==> config.mk <==
export PLATFORM = sky130hd
export DESIGN_NAME = load_store_unit_flat
export DESIGN_NICKNAME = d
export VERILOG_FILES = /design/src/rtl/rv32i_pkg.sv /design/src/rtl/load_store_unit_if.sv /design/src/rtl/load_store_unit_align.sv /design/src/rtl/load_store_unit.sv /design/src/flat_wrapper.sv
export SDC_FILE = /design/constraint.sdc
export NUM_CORES = 1
export LEC_CHECK = 0
export ABC_AREA = 1
export CORE_UTILIZATION = 46
export CTS_BUF_LIST = sky130_fd_sc_hd__clkbuf_8
export DETAILED_ROUTE_END_ITERATION = 6
export PLACE_DENSITY_LB_ADDON = 0.2
export SLEW_MARGIN = 10
export SYNTH_ARGS = -nofsm -noshare
export SYNTH_HDL_FRONTEND = slang
export SYNTH_SLANG_ARGS = --single-unit
==> constraint.sdc <==
create_clock -name clk -period 3 [get_ports clk]
set_input_delay 0.9 -clock clk [delete_from_list [all_inputs] [get_ports clk]]
set_output_delay 0.9 -clock clk [all_outputs]
set_load 0.005 [all_outputs]
==> src/rtl/rv32i_pkg.sv <==
// rv32i_pkg: shared RV32I load/store encodings and LSU state type.
// Rev 1.0
`default_nettype none

package rv32i_pkg;

  localparam logic [2:0] F3_LB  = 3'b000;
  localparam logic [2:0] F3_LH  = 3'b001;
  localparam logic [2:0] F3_LW  = 3'b010;
  localparam logic [2:0] F3_LBU = 3'b100;
  localparam logic [2:0] F3_LHU = 3'b101;
  localparam logic [2:0] F3_SB  = 3'b000;
  localparam logic [2:0] F3_SH  = 3'b001;
  localparam logic [2:0] F3_SW  = 3'b010;

  typedef enum logic [1:0] {
    IDLE   = 2'd0,
    ACCESS = 2'd1,
    RESP   = 2'd2
  } lsu_state_t;

  // Stores only come in signed-less SB/SH/SW flavours; loads add the unsigned forms.
  function automatic logic f3_legal(input logic write, input logic [2:0] f3);
    logic ok;
    ok = 1'b0;
    if (write) begin
      ok = (f3 == F3_SB) || (f3 == F3_SH) || (f3 == F3_SW);
    end else begin
      ok = (f3 == F3_LB) || (f3 == F3_LH) || (f3 == F3_LW) ||
           (f3 == F3_LBU) || (f3 == F3_LHU);
    end
    return ok;
  endfunction

endpackage

`default_nettype wire

==> src/rtl/load_store_unit_if.sv <==
// load_store_unit_if: core request/response and data-memory port bundle.
// Rev 1.0
`default_nettype none

interface load_store_unit_if #(
  parameter int ADDR_W = 32
) ();

  logic              req_valid;
  logic              req_ready;
  logic              req_write;
  logic [2:0]        req_funct3;
  logic [ADDR_W-1:0] req_addr;
  logic [31:0]       req_wdata;
  logic [4:0]        req_rd;

  logic              resp_valid;
  logic              resp_wen;
  logic [4:0]        resp_rd;
  logic [31:0]       resp_data;
  logic              fault;
  logic              busy;

  logic              mem_req;
  logic              mem_we;
  logic [ADDR_W-1:0] mem_addr;
  logic [3:0]        mem_be;
  logic [31:0]       mem_wdata;
  logic              mem_ack;
  logic [31:0]       mem_rdata;

  // Environment side: the core issuing requests and the memory answering them.
  modport master (
    output req_valid, req_write, req_funct3, req_addr, req_wdata, req_rd,
    output mem_ack, mem_rdata,
    input  req_ready, resp_valid, resp_wen, resp_rd, resp_data, fault, busy,
    input  mem_req, mem_we, mem_addr, mem_be, mem_wdata
  );

  modport slave (
    input  req_valid, req_write, req_funct3, req_addr, req_wdata, req_rd,
    input  mem_ack, mem_rdata,
    output req_ready, resp_valid, resp_wen, resp_rd, resp_data, fault, busy,
    output mem_req, mem_we, mem_addr, mem_be, mem_wdata
  );

endinterface

`default_nettype wire

==> src/rtl/load_store_unit_align.sv <==
// lsu_align: byte enables, store-lane replication, load extraction and request checking.
// Rev 1.0
`default_nettype none

module lsu_align
  import rv32i_pkg::*;
(
  input  logic        write_i,
  input  logic [2:0]  funct3_i,
  input  logic [1:0]  addr_lo_i,
  input  logic [31:0] wdata_i,
  input  logic [31:0] rdata_i,
  output logic [3:0]  be_o,
  output logic [31:0] wdata_o,
  output logic [31:0] rdata_o,
  output logic        bad_o
);

  logic [7:0]  byte_sel;
  logic [15:0] half_sel;
  logic        misaligned;

  always_comb begin
    be_o       = 4'b0000;
    wdata_o    = wdata_i;
    misaligned = 1'b0;
    // funct3[1:0] encodes access size for every legal load and store.
    case (funct3_i[1:0])
      2'b00: begin
        be_o    = 4'b0001 << addr_lo_i;
        wdata_o = {4{wdata_i[7:0]}};
      end
      2'b01: begin
        be_o       = 4'b0011 << addr_lo_i;
        wdata_o    = {2{wdata_i[15:0]}};
        misaligned = addr_lo_i[0];
      end
      2'b10: begin
        be_o       = 4'b1111;
        wdata_o    = wdata_i;
        misaligned = (addr_lo_i != 2'b00);
      end
      default: begin
        be_o       = 4'b0000;
        wdata_o    = wdata_i;
        misaligned = 1'b0;
      end
    endcase
  end

  assign bad_o = misaligned | ~f3_legal(write_i, funct3_i);

  always_comb begin
    byte_sel = 8'h00;
    case (addr_lo_i)
      2'b00:   byte_sel = rdata_i[7:0];
      2'b01:   byte_sel = rdata_i[15:8];
      2'b10:   byte_sel = rdata_i[23:16];
      default: byte_sel = rdata_i[31:24];
    endcase
  end

  assign half_sel = addr_lo_i[1] ? rdata_i[31:16] : rdata_i[15:0];

  always_comb begin
    rdata_o = 32'h0000_0000;
    case (funct3_i)
      F3_LB:   rdata_o = {{24{byte_sel[7]}}, byte_sel};
      F3_LH:   rdata_o = {{16{half_sel[15]}}, half_sel};
      F3_LW:   rdata_o = rdata_i;
      F3_LBU:  rdata_o = {24'h000000, byte_sel};
      F3_LHU:  rdata_o = {16'h0000, half_sel};
      default: rdata_o = 32'h0000_0000;
    endcase
  end

endmodule

`default_nettype wire

==> src/rtl/load_store_unit.sv <==
// load_store_unit: multi-cycle RV32I load/store unit driving a handshaked word memory.
// Rev 1.0
`default_nettype none

module load_store_unit
  import rv32i_pkg::*;
#(
  parameter int ADDR_W = 32
) (
  input  logic clk,
  input  logic rst,
  load_store_unit_if.slave bus
);

  lsu_state_t        state_q, state_d;
  logic              write_q, write_d;
  logic [2:0]        funct3_q, funct3_d;
  logic [1:0]        addr_lo_q, addr_lo_d;
  logic [4:0]        rd_q, rd_d;
  logic              fault_q, fault_d;
  logic [31:0]       resp_data_q, resp_data_d;
  logic              mem_req_q, mem_req_d;
  logic              mem_we_q, mem_we_d;
  logic [ADDR_W-1:0] mem_addr_q, mem_addr_d;
  logic [3:0]        mem_be_q, mem_be_d;
  logic [31:0]       mem_wdata_q, mem_wdata_d;

  logic              use_req;
  logic              al_write;
  logic [2:0]        al_funct3;
  logic [1:0]        al_addr_lo;
  logic [3:0]        al_be;
  logic [31:0]       al_wdata;
  logic [31:0]       al_rdata;
  logic              al_bad;

  // One aligner serves both phases: request fields in IDLE, latched fields afterwards.
  assign use_req    = (state_q == IDLE);
  assign al_write   = use_req ? bus.req_write  : write_q;
  assign al_funct3  = use_req ? bus.req_funct3 : funct3_q;
  assign al_addr_lo = use_req ? bus.req_addr[1:0] : addr_lo_q;

  lsu_align u_align (
    .write_i   (al_write),
    .funct3_i  (al_funct3),
    .addr_lo_i (al_addr_lo),
    .wdata_i   (bus.req_wdata),
    .rdata_i   (bus.mem_rdata),
    .be_o      (al_be),
    .wdata_o   (al_wdata),
    .rdata_o   (al_rdata),
    .bad_o     (al_bad)
  );

  always_comb begin
    state_d     = state_q;
    write_d     = write_q;
    funct3_d    = funct3_q;
    addr_lo_d   = addr_lo_q;
    rd_d        = rd_q;
    fault_d     = fault_q;
    resp_data_d = resp_data_q;
    mem_req_d   = mem_req_q;
    mem_we_d    = mem_we_q;
    mem_addr_d  = mem_addr_q;
    mem_be_d    = mem_be_q;
    mem_wdata_d = mem_wdata_q;

    case (state_q)
      IDLE: begin
        if (bus.req_valid) begin
          write_d     = bus.req_write;
          funct3_d    = bus.req_funct3;
          addr_lo_d   = bus.req_addr[1:0];
          rd_d        = bus.req_rd;
          resp_data_d = 32'h0000_0000;
          if (al_bad) begin
            fault_d = 1'b1;
            state_d = RESP;
          end else begin
            fault_d     = 1'b0;
            mem_req_d   = 1'b1;
            mem_we_d    = bus.req_write;
            mem_addr_d  = {bus.req_addr[ADDR_W-1:2], 2'b00};
            mem_be_d    = al_be;
            mem_wdata_d = al_wdata;
            state_d     = ACCESS;
          end
        end
      end
      ACCESS: begin
        if (bus.mem_ack) begin
          mem_req_d   = 1'b0;
          mem_we_d    = 1'b0;
          mem_be_d    = 4'b0000;
          resp_data_d = write_q ? 32'h0000_0000 : al_rdata;
          state_d     = RESP;
        end
      end
      RESP: begin
        state_d = IDLE;
      end
      default: begin
        state_d = IDLE;
      end
    endcase
  end

  // Async reset also drops mem_req the moment rst falls, abandoning any access.
  always_ff @(posedge clk or negedge rst) begin
    if (!rst) begin
      state_q     <= IDLE;
      write_q     <= 1'b0;
      funct3_q    <= 3'b000;
      addr_lo_q   <= 2'b00;
      rd_q        <= 5'd0;
      fault_q     <= 1'b0;
      resp_data_q <= 32'h0000_0000;
      mem_req_q   <= 1'b0;
      mem_we_q    <= 1'b0;
      mem_addr_q  <= '0;
      mem_be_q    <= 4'b0000;
      mem_wdata_q <= 32'h0000_0000;
    end else begin
      state_q     <= state_d;
      write_q     <= write_d;
      funct3_q    <= funct3_d;
      addr_lo_q   <= addr_lo_d;
      rd_q        <= rd_d;
      fault_q     <= fault_d;
      resp_data_q <= resp_data_d;
      mem_req_q   <= mem_req_d;
      mem_we_q    <= mem_we_d;
      mem_addr_q  <= mem_addr_d;
      mem_be_q    <= mem_be_d;
      mem_wdata_q <= mem_wdata_d;
    end
  end

  assign bus.req_ready  = (state_q == IDLE);
  assign bus.busy       = (state_q == ACCESS) || (state_q == RESP);
  assign bus.resp_valid = (state_q == RESP);
  assign bus.fault      = (state_q == RESP) & fault_q;
  assign bus.resp_wen   = (state_q == RESP) & ~write_q & ~fault_q;
  assign bus.resp_rd    = rd_q;
  assign bus.resp_data  = resp_data_q;
  assign bus.mem_req    = mem_req_q;
  assign bus.mem_we     = mem_we_q;
  assign bus.mem_addr   = mem_addr_q;
  assign bus.mem_be     = mem_be_q;
  assign bus.mem_wdata  = mem_wdata_q;

endmodule

`default_nettype wire

==> src/flat_wrapper.sv <==
// flat-port wrapper written by rule: the top's interface ports become plain ports
module load_store_unit_flat import rv32i_pkg::*;
#(
  parameter int ADDR_W = 32
)
  (clk, rst, bus_req_valid, bus_req_write, bus_req_funct3, bus_req_addr, bus_req_wdata, bus_req_rd, bus_mem_ack, bus_mem_rdata, bus_req_ready, bus_resp_valid, bus_resp_wen, bus_resp_rd, bus_resp_data, bus_fault, bus_busy, bus_mem_req, bus_mem_we, bus_mem_addr, bus_mem_be, bus_mem_wdata);
  load_store_unit_if #(.ADDR_W(ADDR_W)) bus_i ();
  input  logic clk;
  input  logic rst;
  input wire logic [$bits(bus_i.req_valid)-1:0] bus_req_valid;
  input wire logic [$bits(bus_i.req_write)-1:0] bus_req_write;
  input wire logic [$bits(bus_i.req_funct3)-1:0] bus_req_funct3;
  input wire logic [$bits(bus_i.req_addr)-1:0] bus_req_addr;
  input wire logic [$bits(bus_i.req_wdata)-1:0] bus_req_wdata;
  input wire logic [$bits(bus_i.req_rd)-1:0] bus_req_rd;
  input wire logic [$bits(bus_i.mem_ack)-1:0] bus_mem_ack;
  input wire logic [$bits(bus_i.mem_rdata)-1:0] bus_mem_rdata;
  output wire logic [$bits(bus_i.req_ready)-1:0] bus_req_ready;
  output wire logic [$bits(bus_i.resp_valid)-1:0] bus_resp_valid;
  output wire logic [$bits(bus_i.resp_wen)-1:0] bus_resp_wen;
  output wire logic [$bits(bus_i.resp_rd)-1:0] bus_resp_rd;
  output wire logic [$bits(bus_i.resp_data)-1:0] bus_resp_data;
  output wire logic [$bits(bus_i.fault)-1:0] bus_fault;
  output wire logic [$bits(bus_i.busy)-1:0] bus_busy;
  output wire logic [$bits(bus_i.mem_req)-1:0] bus_mem_req;
  output wire logic [$bits(bus_i.mem_we)-1:0] bus_mem_we;
  output wire logic [$bits(bus_i.mem_addr)-1:0] bus_mem_addr;
  output wire logic [$bits(bus_i.mem_be)-1:0] bus_mem_be;
  output wire logic [$bits(bus_i.mem_wdata)-1:0] bus_mem_wdata;
  assign bus_i.req_valid = bus_req_valid;
  assign bus_i.req_write = bus_req_write;
  assign bus_i.req_funct3 = bus_req_funct3;
  assign bus_i.req_addr = bus_req_addr;
  assign bus_i.req_wdata = bus_req_wdata;
  assign bus_i.req_rd = bus_req_rd;
  assign bus_i.mem_ack = bus_mem_ack;
  assign bus_i.mem_rdata = bus_mem_rdata;
  assign bus_req_ready = bus_i.req_ready;
  assign bus_resp_valid = bus_i.resp_valid;
  assign bus_resp_wen = bus_i.resp_wen;
  assign bus_resp_rd = bus_i.resp_rd;
  assign bus_resp_data = bus_i.resp_data;
  assign bus_fault = bus_i.fault;
  assign bus_busy = bus_i.busy;
  assign bus_mem_req = bus_i.mem_req;
  assign bus_mem_we = bus_i.mem_we;
  assign bus_mem_addr = bus_i.mem_addr;
  assign bus_mem_be = bus_i.mem_be;
  assign bus_mem_wdata = bus_i.mem_wdata;
  load_store_unit #(.ADDR_W(ADDR_W)) u_core (.clk(clk), .rst(rst), .bus(bus_i));
endmodule
# Yosys cells after proc, flatten, opt, wreduce, memory -nomap -nowiden
# Index checks and enable logic that the tools add are counted.
[word_totals]
n_memories = 0
latchBits = 0
romBits = 0
word_cells = 81
out_inout_bits = 112
inputBits = 109
reg_bits = 114
mem_bits_rw = 0
[op_classes]
shift = 2
n_eq_ne = 13
reduce_logical = 16
n_mul = 0
n_bitwise = 8
div = 0
order_cmp = 0
addsub = 0
mux = 30
[ops]
columns = ["cell", "n"]
rows = [
  ["$pmux 32 s5", 1],
  ["$pmux 32 s2", 2],
  ["$mux 32", 3],
  ["$pmux 8 s3", 1],
  ["$mux 16", 1],
  ["$mux 4", 3],
  ["$pmux 4 s3", 1],
  ["$mux 1", 8],
  ["$mux 2", 4],
  ["$pmux 4 s2", 1],
  ["$eq 2x1->1 const B", 3],
  ["$eq 2x2->1 const B", 3],
  ["$eq 3x3->1 const B", 2],
  ["$logic_not 2->1", 3],
  ["$ne 2x2->1 const B", 3],
  ["$pmux 1 s2", 3],
  ["$reduce_and 3->1", 2],
  ["$logic_or 1x1->1", 5],
  ["$not 1->1", 4],
  ["$pmux 2 s2", 1],
  ["$reduce_and 2->1", 2],
  ["$reduce_and 4->1", 1],
  ["$reduce_bool 2->1", 2],
  ["$shl 1x2->4 const A", 1],
  ["7 further kinds", 9],
]

# Depth between registers and ports, before layout
# Gate-level depths: netlist of run 1.
[logic_depth]
depth_word = 13
depth_mapped = 17
ltp_nobuf = 15

# Hierarchy
# Synthesis of run 1 repeated with hierarchy kept, for this count alone.
[hier_totals]
cells_unflattened = 890
hier_area_um2 = 6329.8
[modules_own_cells]
columns = ["module", "instances", "seq_area_each_um2", "cells_per_inst", "area_each_um2"]
rows = [
  ["load_store_unit", 1, 2852.7, 607, 5043.6],
  ["lsu_align", 1, 0.0, 283, 1286.2],
]

# Worst setup path after synthesis of run 1
# OpenSTA, ideal clock, no wires.
[synth_path]
path_type = "input to register"
start = "input port bus_req_funct3[0]"
end = "register u_core.mem_addr_q[22] (netlist: u_core.bus.mem_addr[22])"
setup_ns = 0.065
setup_slack_ns = 0.541
required_time_ns = 2.935
path_stages = 14
arrival_time_ns = 2.394
path_cell_list = "inv_1 -> nand2_1 -> o21a_1 -> inv_1 -> ha_1 -> buf_2 -> nor2_2 -> nand2_1 -> nand2_1 -> inv_2 -> nand2_4 -> clkbuf_1 -> o21ai_0 -> nand2_1"
[synth_via]
elab_chain_cells = 11
word_cells_on_any_way = 18
[synth_lines]
columns = ["element", "line_no", "text"]
rows = [
  ["start: declaration", "flat_wrapper.sv:12", "input wire logic [$bits(bus_i.req_funct3)-1:0] bus_req_funct3;"],
  ["$mux 3 *", "load_store_unit.sv:40", "assign al_funct3 = use_req ? bus.req_funct3 : funct3_q;"],
  ["$eq 3x1->1 / $logic_not 3->1 (equally long branches)", "rv32i_pkg.sv:27, rv32i_pkg.sv:29", ""],
  ["$logic_or 1x1->1 (2 in series)", "rv32i_pkg.sv:27, rv32i_pkg.sv:29", ""],
  ["$logic_or 1x1->1", "rv32i_pkg.sv:29", "ok = (f3 == F3_LB) || (f3 == F3_LH) || (f3 == F3_LW) ||"],
  ["$logic_or 1x1->1", "rv32i_pkg.sv:30", "(f3 == F3_LBU) || (f3 == F3_LHU);"],
  ["$mux 1", "rv32i_pkg.sv:26", "if (write) begin"],
  ["$not 1->1", "load_store_unit_align.sv:51", "assign bad_o = misaligned | ~f3_legal(write_i, funct3_i);"],
  ["$or 1x1->1 *", "load_store_unit_align.sv:51", ""],
  ["$not 1->1 (no source line) *", "n/a", ""],
  ["$reduce_and 3->1 (no source line) *", "n/a", ""],
  ["end signal: assignment", "load_store_unit.sv:134", "mem_addr_q <= mem_addr_d;"],
  ["end: declaration", "load_store_unit.sv:24", "logic [ADDR_W-1:0] mem_addr_q, mem_addr_d;"],
]
# Every way passes the cells marked *; elsewhere a longest branch is shown, timed or not.
# A chain may end at the register's enable or synchronous reset.

# Worst setup path in the final report of run 1
[layout_path]
start = "register u_core.state_q[1]"
end = "output port bus_req_ready"
[layout_via]
elab_chain_cells = 1
[layout_lines]
columns = ["element", "line_no", "text"]
rows = [
  ["start: declaration", "load_store_unit.sv:15", "lsu_state_t state_q, state_d;"],
  ["start signal: assignment", "load_store_unit.sv:125", "state_q <= state_d;"],
  ["$logic_not 2->1", "load_store_unit.sv:140", "assign bus.req_ready = (state_q == IDLE);"],
  ["end: declaration", "flat_wrapper.sv:18", "output wire logic [$bits(bus_i.req_ready)-1:0] bus_req_ready;"],
]
# No other way between the ends.

==> results.txt, run 1 <==
vias - 6071
max-cap violations - 0
DRT antenna net count - 0
Crit Path Class - flip-flop to primary output
post-layout util - 69.03%
CTS sink count - 114
Post-CTS Hold Buffers - 0
arrival time worst endpoint - 1810 ps
Netlist cell types - 26
register area - 0.002853 mm2
Die Width - 115.8 um
Vias/cell - 4.940
Final Hold Viols - 0
CP max FO - 7
Least-Margin Pin Slew - 658.0 ps
die span in y - 115.8 um
Layout Nets - 1161
area leader, netlist - dfrtp_1
IO buf count - 218
Inserted Clock Buffers - 17
Seq cells post-synth - 114
drt total wl - 17530 um
VDD IR-drop max - 0.0006941 V
PnR worst setup slack - 293.6 ps
post-synthesis sequential area ratio - 47.88%
Cells after DPL - 1199
Place WS - 24.30 ps
global-route wire length before repair - 27700 um
path depth of the worst reg2reg path - 10
DP HPWL - 12480 um
mapped cell area - 0.005958 mm2
CTS tree - yes
largest net degree at the start of global routing - 63
total die area - 0.01341 mm2
# setup viols final - 0
H-tree Lvls - 4
Multi-input gate area - 0.002584 mm2
startpoint types - flip-flop
relative slew slack - 56.08%
antenna diode count - 0
Layout area overhead - 46.20%
GPL Wtd Cong - 0.8928
Clock Root Buffer - clkbuf_8
vias in the first global route - 5694
final worst-path cycle share - 90.21%
CTS resizes - 0
run status - completed
required time of the critical path - 2100 ps
total track usage - 26.75%
Post-Layout Cell Count - 1229
fraction of layout cells with a size suffix above 1 - 6.528%
initial antenna violation count - 0
Pwr Total - 8.588 mW
grt total ovfl - 0
LEAKAGE - 4.505 nW
clk_skew - 7.744 ps
Starting Density - 47.21%
unrepaired setup endpoints after global routing - no
CTS clk-pin slew, worst paths - 60 ps
Fill cells - 1086
core area - 0.01262 mm2
num ports - 221
Slew Limit Fails - 0
CTS Buffer Depth - 2
# rows - 41
CP endpoint kind - primary output
DR pass1 iterations - 5
CP Launch Point - u_core.state_q[1]
Synthesis Warnings - 0
worst r2r src - u_core.state_q[1]
Pwr Density - 986.0 mW/mm2
min Tclk post-route - 2706 ps
drc violations - 0
Clock Latency Late Sink - 440 ps
DRT iter0 DRCs - 444
Area contributors post-synth - dfrtp_1 48%, nand2_1 24%, o21ai_0 8.4%, inv_1 4.9%, nand3_1 2.6%
fmax - 369.5 MHz
Setup TNS Final - 0 ps
post-CTS setup buffer count - 0
Post-Syn Instances - 831
Mapped Avg Cell Area - 7.170 um2
worst min path class - input port to async pin
post-synth top area share - 47.88%
WL per Instance - 14.27 um
-- placed cells by master (no fill, tap or decap), drive strengths merged --
cell,netlist,routed
o21a,1,1
a21oi,3,3
ha,6,6
nor2,42,42
or2,1,1
mux2,6,6
nand3,33,33
nand4,6,6
o21ai,104,104
o22ai,8,8
nand2,379,379
clkinvlp,0,1
conb,1,2
clkbuf,20,20
clkinv,1,6
dfrtp,114,114
inv,82,86
clkdlybuf4s50,0,217
buf,24,22
-- where the power goes --
part / internal [mW] / leakage [nW] / total, mW / switching (mW)
logic: 2.19 / 2.85 / 5.00 / 2.81
registers: 2.12 / 1.47 / 2.39 / 0.272
clock network: 0.605 / 0.185 / 1.20 / 0.598
total: 4.91 / 4.50 / 8.59 / 3.68
-- logic make-up after synthesis --
| family | synth area share (%) |
|---|---|
| other cells | 0.06294 |
| mux | 1.134 |
| fa+ha+maj | 1.260 |
| simple gates | 30.72 |
| buf+inv | 8.925 |
| flops | 47.88 |
| compound gates | 10.02 |
-- synthesized netlist by cell type (all sizes together) --
cell	n
or2	1
dfrtp	114
mux2	6
o22ai	8
o21ai	104
conb	1
a21oi	3
nand2	379
nand4	6
clkinv	1
clkbuf	20
buf	24
nor2	42
nand3	33
o21a	1
inv	82
ha	6
-- flip-flops by register name (all words and copies together), names as in the netlist, 2 cells and up --
register	cells
u_core.funct3_q	3
u_core.bus.mem_addr	30
u_core.state_q	2
u_core.bus.resp_data	32
u_core.bus.mem_wdata	32
u_core.addr_lo_q	2
u_core.bus.resp_rd	5
u_core.bus.mem_be	4
-- worst paths after layout --
| check | slack (ps) | end |
|---|---|---|
| max | 290 | bus_req_ready |
| min | 420 | u_core.bus.mem_addr[31] |
| max reg2reg | 530 | u_core.bus.resp_data[21] |
| min reg2reg | 480 | u_core.bus.mem_we |
| max in group asynchronous | 1710 | u_core.bus.mem_addr[28] |
| min in group clk | 480 | u_core.bus.mem_we |
-- worst max-delay path, stage by stage, from the launching register on --
cell             delay (ps)
dfrtp_1                 410
inv_1                   100
ha_1                    300
clkdlybuf4s50_1         560
-- metrics by stage --
stage	area (um2)	hold WS, ps
after detailed placement	8388	463.9
after CTS	8711	421.4
after global placement	8388	454.7
after global routing	8711	430.4
after floorplan	5962	453.0
final	8711	415.2
-- final cells by class --
cell class	instances	area share, %
clock inverters	10	0.5458
repair buffers	239	27.84
multi-input cells	591	29.66
inverters	83	3.577
flip-flops and latches	114	32.75
clock buffers	20	3.160
well taps	172	2.471
-- routing by layer --
metal | vias to the layer above | global-route usage [%] | share of wire [%]
li1 | 3004 | - | -
met1 | 2799 | 34.28 | 43
met2 | 246 | 43.45 | 47
met3 | 22 | 7.845 | 8.4
met4 | 0 | 8.803 | 1.4
met5 | - | 0 | 0
No activity file was read; power rests on OpenSTA's default activity.
==> run 2, diff against run 1 <==
Settings changed: CORE_ASPECT_RATIO set to 0.5.
==> run 2 against run 1 <==
Routed wire length up 0.24%. Via count up 1.5%. Hold slack better by 46 ps. Register-to-register slack worse by 100 ps. Die area up 0.20%. Global-route usage up 0.29 points. First-iteration DRC count up 0.23%. Combinational power about the same. Count of clock-buffer cells in the layout down 2. Clock skew up 3.9 ps. Critical path depth up 1. Critical endpoint unchanged.
==> results.txt, run 2 (synthesis gave the netlist of run 1 again) <==
run status - completed
DRT iter0 DRCs - 445
CP endpoint kind - primary output
Crit Path Class - flip-flop to primary output
vias - 6162
CTS clk-pin slew, worst paths - 80 ps
largest net degree at the start of global routing - 44
RR Endpoint - u_core.bus.resp_data[16]
Final Cell Area - 0.008871 mm2
Least-Margin Pin Slew - 744.2 ps
CTS tree - yes
WL per Instance - 14.31 um
# rows - 28
drc violations - 0
commonest cells after routing, fill and taps aside - 376 x nand2_1, 217 x clkdlybuf4s50_1, 114 x dfrtp_1
relative slew slack - 50.34%
crit-path cells - inv_1 > ha_2 > buf_4 > clkdlybuf4s50_1
DRT antenna net count - 0
path depth of the worst reg2reg path - 13
Clock Latency Late Sink - 430 ps
R2R Setup Slk - 430 ps
DP HPWL - 12650 um
required time of the critical path - 2100 ps
max-cap violations - 0
CP max-delay cell - clkdlybuf4s50_1
arrival time worst endpoint - 1920 ps
CP max FO - 10
final worst-path cycle share - 93.99%
fraction of layout cells with a size suffix above 1 - 7.432%
Cells after DPL - 1196
Setup TNS Final - 0 ps
CTS sink count - 114
Layout Nets - 1165
startpoint types - flip-flop
post-CTS setup buffer count - 0
worst min path class - input port to async pin
Post-Layout Cell Count - 1228
Starting Density - 48.73%
core area - 0.01223 mm2
# setup viols final - 0
min Tclk post-route - 2820 ps
H-tree Lvls - 4
CTS Buffer Depth - 2
DR pass1 iterations - 5
CP max stage delay - 510 ps
grt total ovfl - 0
Die Width - 163.0 um
initial antenna violation count - 0
Slew Limit Fails - 0
clk_skew - 11.68 ps
Place WS - -68.33 ps
GPL Wtd Cong - 0.8734
IO buf count - 218
PnR worst setup slack - 180.4 ps
vias in the first global route - 5620
unrepaired setup endpoints after global routing - no
total die area - 0.01344 mm2
antenna diode count - 0
Clock Root Buffer - clkbuf_8
Post-CTS Hold Buffers - 0
num ports - 221
Layout area overhead - 48.89%
Inserted Clock Buffers - 17
worst r2r src - u_core.state_q[1]
VDD IR-drop max - 0.0005599 V
LEAKAGE - 4.561 nW
global-route wire length before repair - 27990 um
Vias/cell - 5.018
hold slack - 461.3 ps
fmax - 354.7 MHz
Area after DPL - 0.008409 mm2
die span in y - 82.48 um
Pwr Density - 1026 mW/mm2
most common cell after layout, fill and taps aside - nand2_1
Final Hold Viols - 0
drt total wl - 17580 um
total track usage - 27.03%
==> run 2: cell types whose count changed in the layout (fill, tap and decap cells not counted), moves of 2 or more <==
cell | previous run | this run
clkbuf_8 | 20 | 18
buf_4 | 15 | 19
bufinv_16 | 0 | 5
clkinvlp_4 | 1 | 4
inv_1 | 82 | 79
clkinv_2 | 5 | 2
==> run 2: where the power goes <==
part	switching (mW)	internal, mW
clock	0.671	1.01
combinational	2.82	2.20
sequential	0.279	2.11
total	3.77	5.33
==> run 2: critical path, delay by kind of cell (launching register included) <==
family     cells  cell delay, ps
fa+ha+maj      1             310
buf+inv        3             790
flops          1             400
==> run 2: worst max-delay path by stage <==
stage,from,to,slack (ps),cells after the start
CTS,u_core.state_q[0],bus_req_ready,40,4
global route,u_core.state_q[0],bus_req_ready,80,4
finish,u_core.state_q[1],bus_req_ready,180,4
global placement,bus_req_funct3[0],u_core.bus.mem_wdata[31],-9,14
detailed placement,bus_req_funct3[0],u_core.bus.mem_wdata[24],-70,14
floorplan,bus_req_funct3[0],u_core.bus.mem_addr[22],540,14
==> run 2: cell type report <==
cell class	instances	area [um2]
Clock buffer	18	247.7
Clock inverter	14	211.5
Fill cell	969	3356
Inverter	83	311.5
Multi-Input combinational cell	591	2586
Sequential cell	114	2853
Tap cell	165	206.4
Timing Repair Buffer	243	2455
==> run 2: repair_timing <==
item | 4_1_cts | 5_1_grt
resized for setup | 0 | 1
endpoints found under the setup margin | 0 | 1
endpoints found under the hold margin | 0 | 0
==> run 2: per-layer routing <==
metal / vias to the layer above / global-route usage [%] / part of all wire (%)
li1: 3014 / - / -
met1: 2855 / 36.21 / 44
met2: 267 / 43.96 / 46
met3: 26 / 6.094 / 8.4
met4: 0 / 8.785 / 1.5
met5: - / 0 / 0
==> run 2: metrics by stage <==
step	util, %	total power, mW
final	72.55	9.100
after global routing	72.55	9.862
after CTS	72.53	9.131
after detailed placement	68.78	7.421
after global placement	68.78	7.288
after floorplan	-	5.193
==> run 3, diff against run 2 <==
Settings changed: SKIP_CTS_REPAIR_TIMING set to 1.
==> results of run 3 <==
Final layout, timing and power as in run 2 (identical DEF).
